===== src/rtl/avalon_master_pkg.sv =====
// Shared types and defaults for the Avalon-MM command master and its command FIFO.
package avalon_master_pkg;

    localparam int unsigned DATA_W                 = 32;
    localparam int unsigned ADDR_W                 = 1;
    localparam int unsigned TIMER_W                = 8;
    localparam int unsigned DEFAULT_FIFO_DEPTH     = 4;
    localparam int unsigned DEFAULT_TIMEOUT_CYCLES = 16;

    typedef enum logic [1:0] {
        ST_IDLE  = 2'd0,
        ST_ISSUE = 2'd1,
        ST_WAIT  = 2'd2,
        ST_RESP  = 2'd3
    } state_t;

    typedef struct packed {
        logic              write;
        logic [ADDR_W-1:0] address;
        logic [DATA_W-1:0] data;
    } cmd_t;

endpackage


===== src/rtl/avalon_master_if.sv =====
// Command, response and Avalon-MM signals of the master, bundled for port connection.
interface avalon_master_if;
    import avalon_master_pkg::*;

    logic              cmdValid;
    logic              cmdReady;
    logic              cmdWrite;
    logic [ADDR_W-1:0] cmdAddress;
    logic [DATA_W-1:0] cmdData;
    logic              rspValid;
    logic [DATA_W-1:0] rspData;
    logic              rspError;
    logic              avRead;
    logic              avWrite;
    logic [ADDR_W-1:0] avAddress;
    logic [DATA_W-1:0] avWriteData;
    logic [DATA_W-1:0] avReadData;
    logic              avReadValid;
    logic              busy;

    modport master (
        input  cmdValid, cmdWrite, cmdAddress, cmdData, avReadData, avReadValid,
        output cmdReady, rspValid, rspData, rspError, avRead, avWrite, avAddress,
               avWriteData, busy
    );

    modport slave (
        output cmdValid, cmdWrite, cmdAddress, cmdData, avReadData, avReadValid,
        input  cmdReady, rspValid, rspData, rspError, avRead, avWrite, avAddress,
               avWriteData, busy
    );

endinterface


===== src/rtl/avalon_cmd_fifo.sv =====
// Synchronous FIFO of command records; head is shown combinationally (first-word fall-through).
module avalon_cmd_fifo
    import avalon_master_pkg::*;
#(
    parameter int unsigned DEPTH = DEFAULT_FIFO_DEPTH,
    parameter int unsigned CNT_W = $clog2(DEPTH) + 1
) (
    input  logic             clk,
    input  logic             reset,
    input  logic             push,
    input  cmd_t             push_cmd,
    input  logic             pop,
    output cmd_t             head,
    output logic             full,
    output logic             empty,
    output logic [CNT_W-1:0] count
);

    localparam int unsigned PTR_W = $clog2(DEPTH);

    cmd_t             mem [DEPTH];
    logic [PTR_W-1:0] wr_ptr;
    logic [PTR_W-1:0] rd_ptr;
    logic             do_push;
    logic             do_pop;

    assign full    = (count == CNT_W'(DEPTH));
    assign empty   = (count == '0);
    assign do_push = push && !full;
    assign do_pop  = pop && !empty;
    assign head    = mem[rd_ptr];

    // Pointers wrap naturally because DEPTH is a power of two.
    always_ff @(posedge clk or posedge reset) begin
        if (reset) begin
            wr_ptr <= '0;
            rd_ptr <= '0;
            count  <= '0;
        end else begin
            if (do_push) wr_ptr <= wr_ptr + PTR_W'(1);
            if (do_pop)  rd_ptr <= rd_ptr + PTR_W'(1);
            case ({do_push, do_pop})
                2'b10:   count <= count + CNT_W'(1);
                2'b01:   count <= count - CNT_W'(1);
                default: count <= count;
            endcase
        end
    end

    always_ff @(posedge clk) begin
        if (do_push) mem[wr_ptr] <= push_cmd;
    end

endmodule


===== src/rtl/avalon_master.sv =====
// Queues read/write commands and plays them one at a time onto an Avalon-MM slave,
// returning read data (or a timeout error) as a single-cycle response pulse.
module avalon_master
    import avalon_master_pkg::*;
#(
    parameter int unsigned FIFO_DEPTH     = DEFAULT_FIFO_DEPTH,
    parameter int unsigned TIMEOUT_CYCLES = DEFAULT_TIMEOUT_CYCLES
) (
    input  logic            clk,
    input  logic            reset,
    avalon_master_if.master bus
);

    localparam int unsigned CNT_W = $clog2(FIFO_DEPTH) + 1;

    state_t             state, state_n;
    logic [TIMER_W-1:0] timer, timer_n;

    logic              av_read_q, av_read_n;
    logic              av_write_q, av_write_n;
    logic [ADDR_W-1:0] av_address_q, av_address_n;
    logic [DATA_W-1:0] av_write_data_q, av_write_data_n;
    logic              rsp_valid_q, rsp_valid_n;
    logic [DATA_W-1:0] rsp_data_q, rsp_data_n;
    logic              rsp_error_q, rsp_error_n;

    cmd_t             push_cmd;
    cmd_t             head;
    logic             push;
    logic             pop;
    logic             full;
    logic             empty;
    logic [CNT_W-1:0] count;

    assign push_cmd = '{write: bus.cmdWrite, address: bus.cmdAddress, data: bus.cmdData};
    assign push     = bus.cmdValid && !full;

    assign bus.cmdReady    = !full;
    assign bus.busy        = (state != ST_IDLE) || (count != '0);
    assign bus.avRead      = av_read_q;
    assign bus.avWrite     = av_write_q;
    assign bus.avAddress   = av_address_q;
    assign bus.avWriteData = av_write_data_q;
    assign bus.rspValid    = rsp_valid_q;
    assign bus.rspData     = rsp_data_q;
    assign bus.rspError    = rsp_error_q;

    avalon_cmd_fifo #(
        .DEPTH (FIFO_DEPTH),
        .CNT_W (CNT_W)
    ) u_fifo (
        .clk      (clk),
        .reset    (reset),
        .push     (push),
        .push_cmd (push_cmd),
        .pop      (pop),
        .head     (head),
        .full     (full),
        .empty    (empty),
        .count    (count)
    );

    // State, timer and every registered output.
    always_ff @(posedge clk or posedge reset) begin
        if (reset) begin
            state           <= ST_IDLE;
            timer           <= '0;
            av_read_q       <= 1'b0;
            av_write_q      <= 1'b0;
            av_address_q    <= '0;
            av_write_data_q <= '0;
            rsp_valid_q     <= 1'b0;
            rsp_data_q      <= '0;
            rsp_error_q     <= 1'b0;
        end else begin
            state           <= state_n;
            timer           <= timer_n;
            av_read_q       <= av_read_n;
            av_write_q      <= av_write_n;
            av_address_q    <= av_address_n;
            av_write_data_q <= av_write_data_n;
            rsp_valid_q     <= rsp_valid_n;
            rsp_data_q      <= rsp_data_n;
            rsp_error_q     <= rsp_error_n;
        end
    end

    // Output registers are loaded with the values belonging to the next state,
    // so strobes line up with ISSUE and rspValid with RESP.
    always_comb begin
        state_n         = state;
        timer_n         = timer;
        pop             = 1'b0;
        av_read_n       = 1'b0;
        av_write_n      = 1'b0;
        av_address_n    = av_address_q;
        av_write_data_n = av_write_data_q;
        rsp_valid_n     = 1'b0;
        rsp_data_n      = rsp_data_q;
        rsp_error_n     = rsp_error_q;

        case (state)
            ST_IDLE: begin
                if (!empty) begin
                    pop             = 1'b1;
                    av_address_n    = head.address;
                    av_write_data_n = head.data;
                    av_write_n      = head.write;
                    av_read_n       = !head.write;
                    state_n         = ST_ISSUE;
                end
            end
            ST_ISSUE: begin
                timer_n = '0;
                state_n = av_write_q ? ST_IDLE : ST_WAIT;
            end
            ST_WAIT: begin
                // Valid data takes priority over a coincident timeout.
                if (bus.avReadValid) begin
                    rsp_valid_n = 1'b1;
                    rsp_data_n  = bus.avReadData;
                    rsp_error_n = 1'b0;
                    state_n     = ST_RESP;
                end else if (timer == TIMER_W'(TIMEOUT_CYCLES - 1)) begin
                    rsp_valid_n = 1'b1;
                    rsp_data_n  = '0;
                    rsp_error_n = 1'b1;
                    state_n     = ST_RESP;
                end else begin
                    timer_n = timer + TIMER_W'(1);
                end
            end
            ST_RESP: begin
                state_n = ST_IDLE;
            end
            default: begin
                state_n = ST_IDLE;
            end
        endcase
    end

endmodule


===== src/flat_wrapper.sv =====
// flat-port wrapper written by rule: the top's interface ports become plain ports
module avalon_master_flat import avalon_master_pkg::*;
#(
    parameter int unsigned FIFO_DEPTH     = DEFAULT_FIFO_DEPTH,
    parameter int unsigned TIMEOUT_CYCLES = DEFAULT_TIMEOUT_CYCLES
)
  (clk, reset, bus_cmdValid, bus_cmdWrite, bus_cmdAddress, bus_cmdData, bus_avReadData, bus_avReadValid, bus_cmdReady, bus_rspValid, bus_rspData, bus_rspError, bus_avRead, bus_avWrite, bus_avAddress, bus_avWriteData, bus_busy);
  avalon_master_if bus_i ();
  input  logic clk;
  input  logic reset;
  input wire logic [$bits(bus_i.cmdValid)-1:0] bus_cmdValid;
  input wire logic [$bits(bus_i.cmdWrite)-1:0] bus_cmdWrite;
  input wire logic [$bits(bus_i.cmdAddress)-1:0] bus_cmdAddress;
  input wire logic [$bits(bus_i.cmdData)-1:0] bus_cmdData;
  input wire logic [$bits(bus_i.avReadData)-1:0] bus_avReadData;
  input wire logic [$bits(bus_i.avReadValid)-1:0] bus_avReadValid;
  output wire logic [$bits(bus_i.cmdReady)-1:0] bus_cmdReady;
  output wire logic [$bits(bus_i.rspValid)-1:0] bus_rspValid;
  output wire logic [$bits(bus_i.rspData)-1:0] bus_rspData;
  output wire logic [$bits(bus_i.rspError)-1:0] bus_rspError;
  output wire logic [$bits(bus_i.avRead)-1:0] bus_avRead;
  output wire logic [$bits(bus_i.avWrite)-1:0] bus_avWrite;
  output wire logic [$bits(bus_i.avAddress)-1:0] bus_avAddress;
  output wire logic [$bits(bus_i.avWriteData)-1:0] bus_avWriteData;
  output wire logic [$bits(bus_i.busy)-1:0] bus_busy;
  assign bus_i.cmdValid = bus_cmdValid;
  assign bus_i.cmdWrite = bus_cmdWrite;
  assign bus_i.cmdAddress = bus_cmdAddress;
  assign bus_i.cmdData = bus_cmdData;
  assign bus_i.avReadData = bus_avReadData;
  assign bus_i.avReadValid = bus_avReadValid;
  assign bus_cmdReady = bus_i.cmdReady;
  assign bus_rspValid = bus_i.rspValid;
  assign bus_rspData = bus_i.rspData;
  assign bus_rspError = bus_i.rspError;
  assign bus_avRead = bus_i.avRead;
  assign bus_avWrite = bus_i.avWrite;
  assign bus_avAddress = bus_i.avAddress;
  assign bus_avWriteData = bus_i.avWriteData;
  assign bus_busy = bus_i.busy;
  avalon_master #(.FIFO_DEPTH(FIFO_DEPTH), .TIMEOUT_CYCLES(TIMEOUT_CYCLES)) u_core (.clk(clk), .reset(reset), .bus(bus_i));
endmodule

===== config.mk =====
export PLATFORM = sky130hd
export DESIGN_NAME = avalon_master_flat
export DESIGN_NICKNAME = d
export VERILOG_FILES = /design/src/rtl/avalon_master_pkg.sv /design/src/rtl/avalon_master_if.sv /design/src/rtl/avalon_cmd_fifo.sv /design/src/rtl/avalon_master.sv /design/src/flat_wrapper.sv
export SDC_FILE = /design/constraint.sdc
export NUM_CORES = 1
export LEC_CHECK = 0
export BUFFER_PORTS_ARGS = -buffer_cell sky130_fd_sc_hd__buf_4
export CAP_MARGIN = 20
export CORE_MARGIN = 5
export CORE_UTILIZATION = 31
export DETAILED_ROUTE_END_ITERATION = 10
export GPL_ROUTABILITY_DRIVEN = 0
export GPL_TIMING_DRIVEN = 0
export SLEW_MARGIN = 20
export SYNTH_ARGS = -nofsm -noshare
export SYNTH_HDL_FRONTEND = slang
export SYNTH_SLANG_ARGS = --single-unit

===== constraint.sdc =====
create_clock -name clk -period 3.4 [get_ports clk]
set_input_delay 0.17 -clock clk [delete_from_list [all_inputs] [get_ports clk]]
set_output_delay 0.17 -clock clk [all_outputs]
set_load 0.03 [all_outputs]

==> impl_metrics.ini <==
[cells_and_area]
area_growth_pct = 35.6
layout_commonest_cell = buf_4
layout.cell_area.non_filler_sq_um = 11900
final_util_pct = 42.8
num_antenna_cells = 0
mostFrequentLayoutCells = 145 x buf_4, 136 x edfxtp_1, 86 x dfrtp_1
drive_above_1_share_pct = 37.8
nFillCells = 2445
fin_nets = 794

[routing]
wl_microns = 20800
drt-wirelength-per-cell_microns = 18.7
firstDrtPassIters = 4
vias = 5332
first_iter_violations = 262
viasPerCell = 4.79
antenna_left = 0
remaining_drc_errors = 0

[floorplanning]
die-area_sq_um = 31800
core_sq_um = 27900
start_util_pct = 31.6
chipHeight_microns = 178
die_x_microns = 178
ios = 141
rows = 61

[worst_setup_path]
worstPathMaxFanout = 10
cpPeakStageDelay_ns = 0.41
startpoint_type = register
worst_ep_arrival_time_ns = 2.77
path_class = reg2reg
required_ns = 3.84
end_kind = register
path_cells = nor2_2, nand2_4, buf_4, inv_1, ha_1, inv_1, fa_1, xor2_1, nor2_1, xor2_1
slowest_stage = dfrtp_1

[placed_design]
portBuffers = 139
dpl_worst_slack_ns = 1.07
dp_hpwl_microns = 13500
dpl_cell_area_sq_um = 10400

[timing]
period_minus_slack_ns = 2.32
skew_ns = 0.00795
rsz0062_at_grt = no
fmaxAchievable_ghz = 0.431
post-route-period-util_pct = 68.3
hold-worst-slack_ns = 0.127
finalHoldViolCount = 0
maxSlewViolCount = 0
slew_headroom_pct = 52.0
finalSetupViolCount = 0
worstMarginPinSlew_ns = 0.720
tns_ns = 0
fin_ws_ns = 1.08

[synth]
synth_area_sq_um = 8790
syn_nets = 555
synth_seq_area_share_pct = 70.9
synth_edf_count = 136
synth_top_flop_cell = edfxtp_1
ys_warn_count = 0
syn_area_per_cell_sq_um = 18.4
async_reset_ff_share_pct = 38.7
ys_ff_latch = 222
synthCells = 478
synthDistinctLibCells = 55

[outcome]
outcome = complete, no violations

[grt]
grt_max_degree = 46
grt_use_total_pct = 12.9
antenna_found_initial = 0
grt_pass1_vias = 5738
grt_pass1_wl_microns = 32100
overflow = 0

[clock_tree]
clk_latency_ns = 0.53
root_buffer = clkbuf_16
cts_sinks = 222
htree_num_levels = 1
cts_made_buffers = 25
path_clk_slew_ns = 0.06
cts_tree = yes
clock_path_buffers = 3

[power]
power.density_nw_per_um2 = 919
power.leakage_nw = 4.66
vdd_drop_max_mv = 0.488

[job]
drv_cap = 0

[worst_hold_path]
min_path_type = in2reg
-- state kept, by name, summed over array words and instances, names as in the netlist, named ones only --
register / count
u_core.u_fifo.wr_ptr: 2
u_core.u_fifo.rd_ptr: 2
u_core.bus.avAddress: 1
u_core.bus.rspData: 32
u_core.bus.avRead: 1
u_core.u_fifo.count: 3
u_core.u_fifo.mem: 136
u_core.bus.avWrite: 1
u_core.bus.rspError: 1
u_core.bus.avWriteData: 32
u_core.bus.rspValid: 1
u_core.state: 1
u_core.timer: 8
-- synth_stat cells, drive strengths merged (4+ instances only) --
cell type | number | share of area [%]
a22o | 32 | 3.2
edfxtp | 136 | 46
ha | 6 | 0.85
inv | 11 | 0.47
mux2 | 34 | 4.4
and3 | 6 | 0.43
mux4 | 34 | 8.8
clkbuf | 7 | 0.30
dfrtp | 86 | 24
buf | 21 | 1.7
a21oi | 4 | 0.36
nor2 | 5 | 0.24
o21ai | 6 | 0.34
xnor2 | 4 | 0.40
nand2 | 6 | 0.34
a21o | 33 | 2.8
-- per-layer routing --
metal	wire length (microns)	global-route usage [%]	vias up
li1	-	-	2370
met1	8190	15.4	2710
met2	10300	22.8	214
met3	1770	3.62	38
met4	535	3.49	0
met5	0	0	-
-- where the power goes --
part / internal (mW) / switching [mW]
clock: 1.58 / 1.06
sequential: 3.69 / 0.386
combinational: 1.97 / 2.27
-- logic make-up (layout without fill, tap and decap cells) --
kind of cell / Yosys count / count (layout) / synth area share (%)
DFF: 222 / 222 / 70.9
AOI/OAI and AO/OA: 89 / 89 / 8.11
muxes: 69 / 69 / 13.3
and+or+nand+nor: 46 / 46 / 3.54
buffers and inverters: 39 / 297 / 2.42
adders and majority gates: 7 / 7 / 1.08
xor gates and xnor gates: 6 / 6 / 0.598
-- final cells by class --
class                      count  area (sq um)  area share [%]
buffer                        28           171            1.44
clock buffer                  35           693            5.82
clock inverter                11           118           0.987
inverter                      11          46.3           0.388
multi-input combinational    217          2350            19.7
sequential                   222          6240            52.3
tap                          378           473            3.97
timing repair buffer         212          1830            15.4
-- path summary, 6_finish.rpt --
check	startpoint	endpoint	slack, ns	cells past startpoint
setup / recovery	register	u_core.u_fifo.count[2]	1.08	10
hold / removal	bus_avReadValid	u_core.bus.rspError	0.13	3
setup reg to reg	register	u_core.u_fifo.count[2]	1.08	10
hold reg to reg	u_core.bus.avWrite	register	0.47	1
max in group asynchronous	reset	u_core.bus.avWriteData[26]	2.56	4
min in group asynchronous	reset	u_core.bus.rspData[18]	0.24	3
-- worst max-delay path: cells and delay by family, from the launching register on --
kind                       cells  cell delay (ns)
DFF                            1             0.41
and+or+nand+nor                3             0.58
adders and majority gates      2             0.55
buffers and inverters          3             0.37
xor gates and xnor gates       2             0.32
-- per-stage QoR --
stage / total power, mW / instances
final: 10.9 / 1114
after global routing: 11.5 / 1114
after CTS: 11.1 / 1114
after floorplan: 6.88 / 478
after detailed placement: 8.37 / 1000
after global placement: 8.19 / 995
-- repair_timing --
item | 4_1_cts | 5_1_grt
hold buffers | 68 | 0
endpoints found under the hold margin | 213 | 0
setup buffers | 0 | 0
resized for setup | 0 | 0
(Power assumes the default switching activity.)
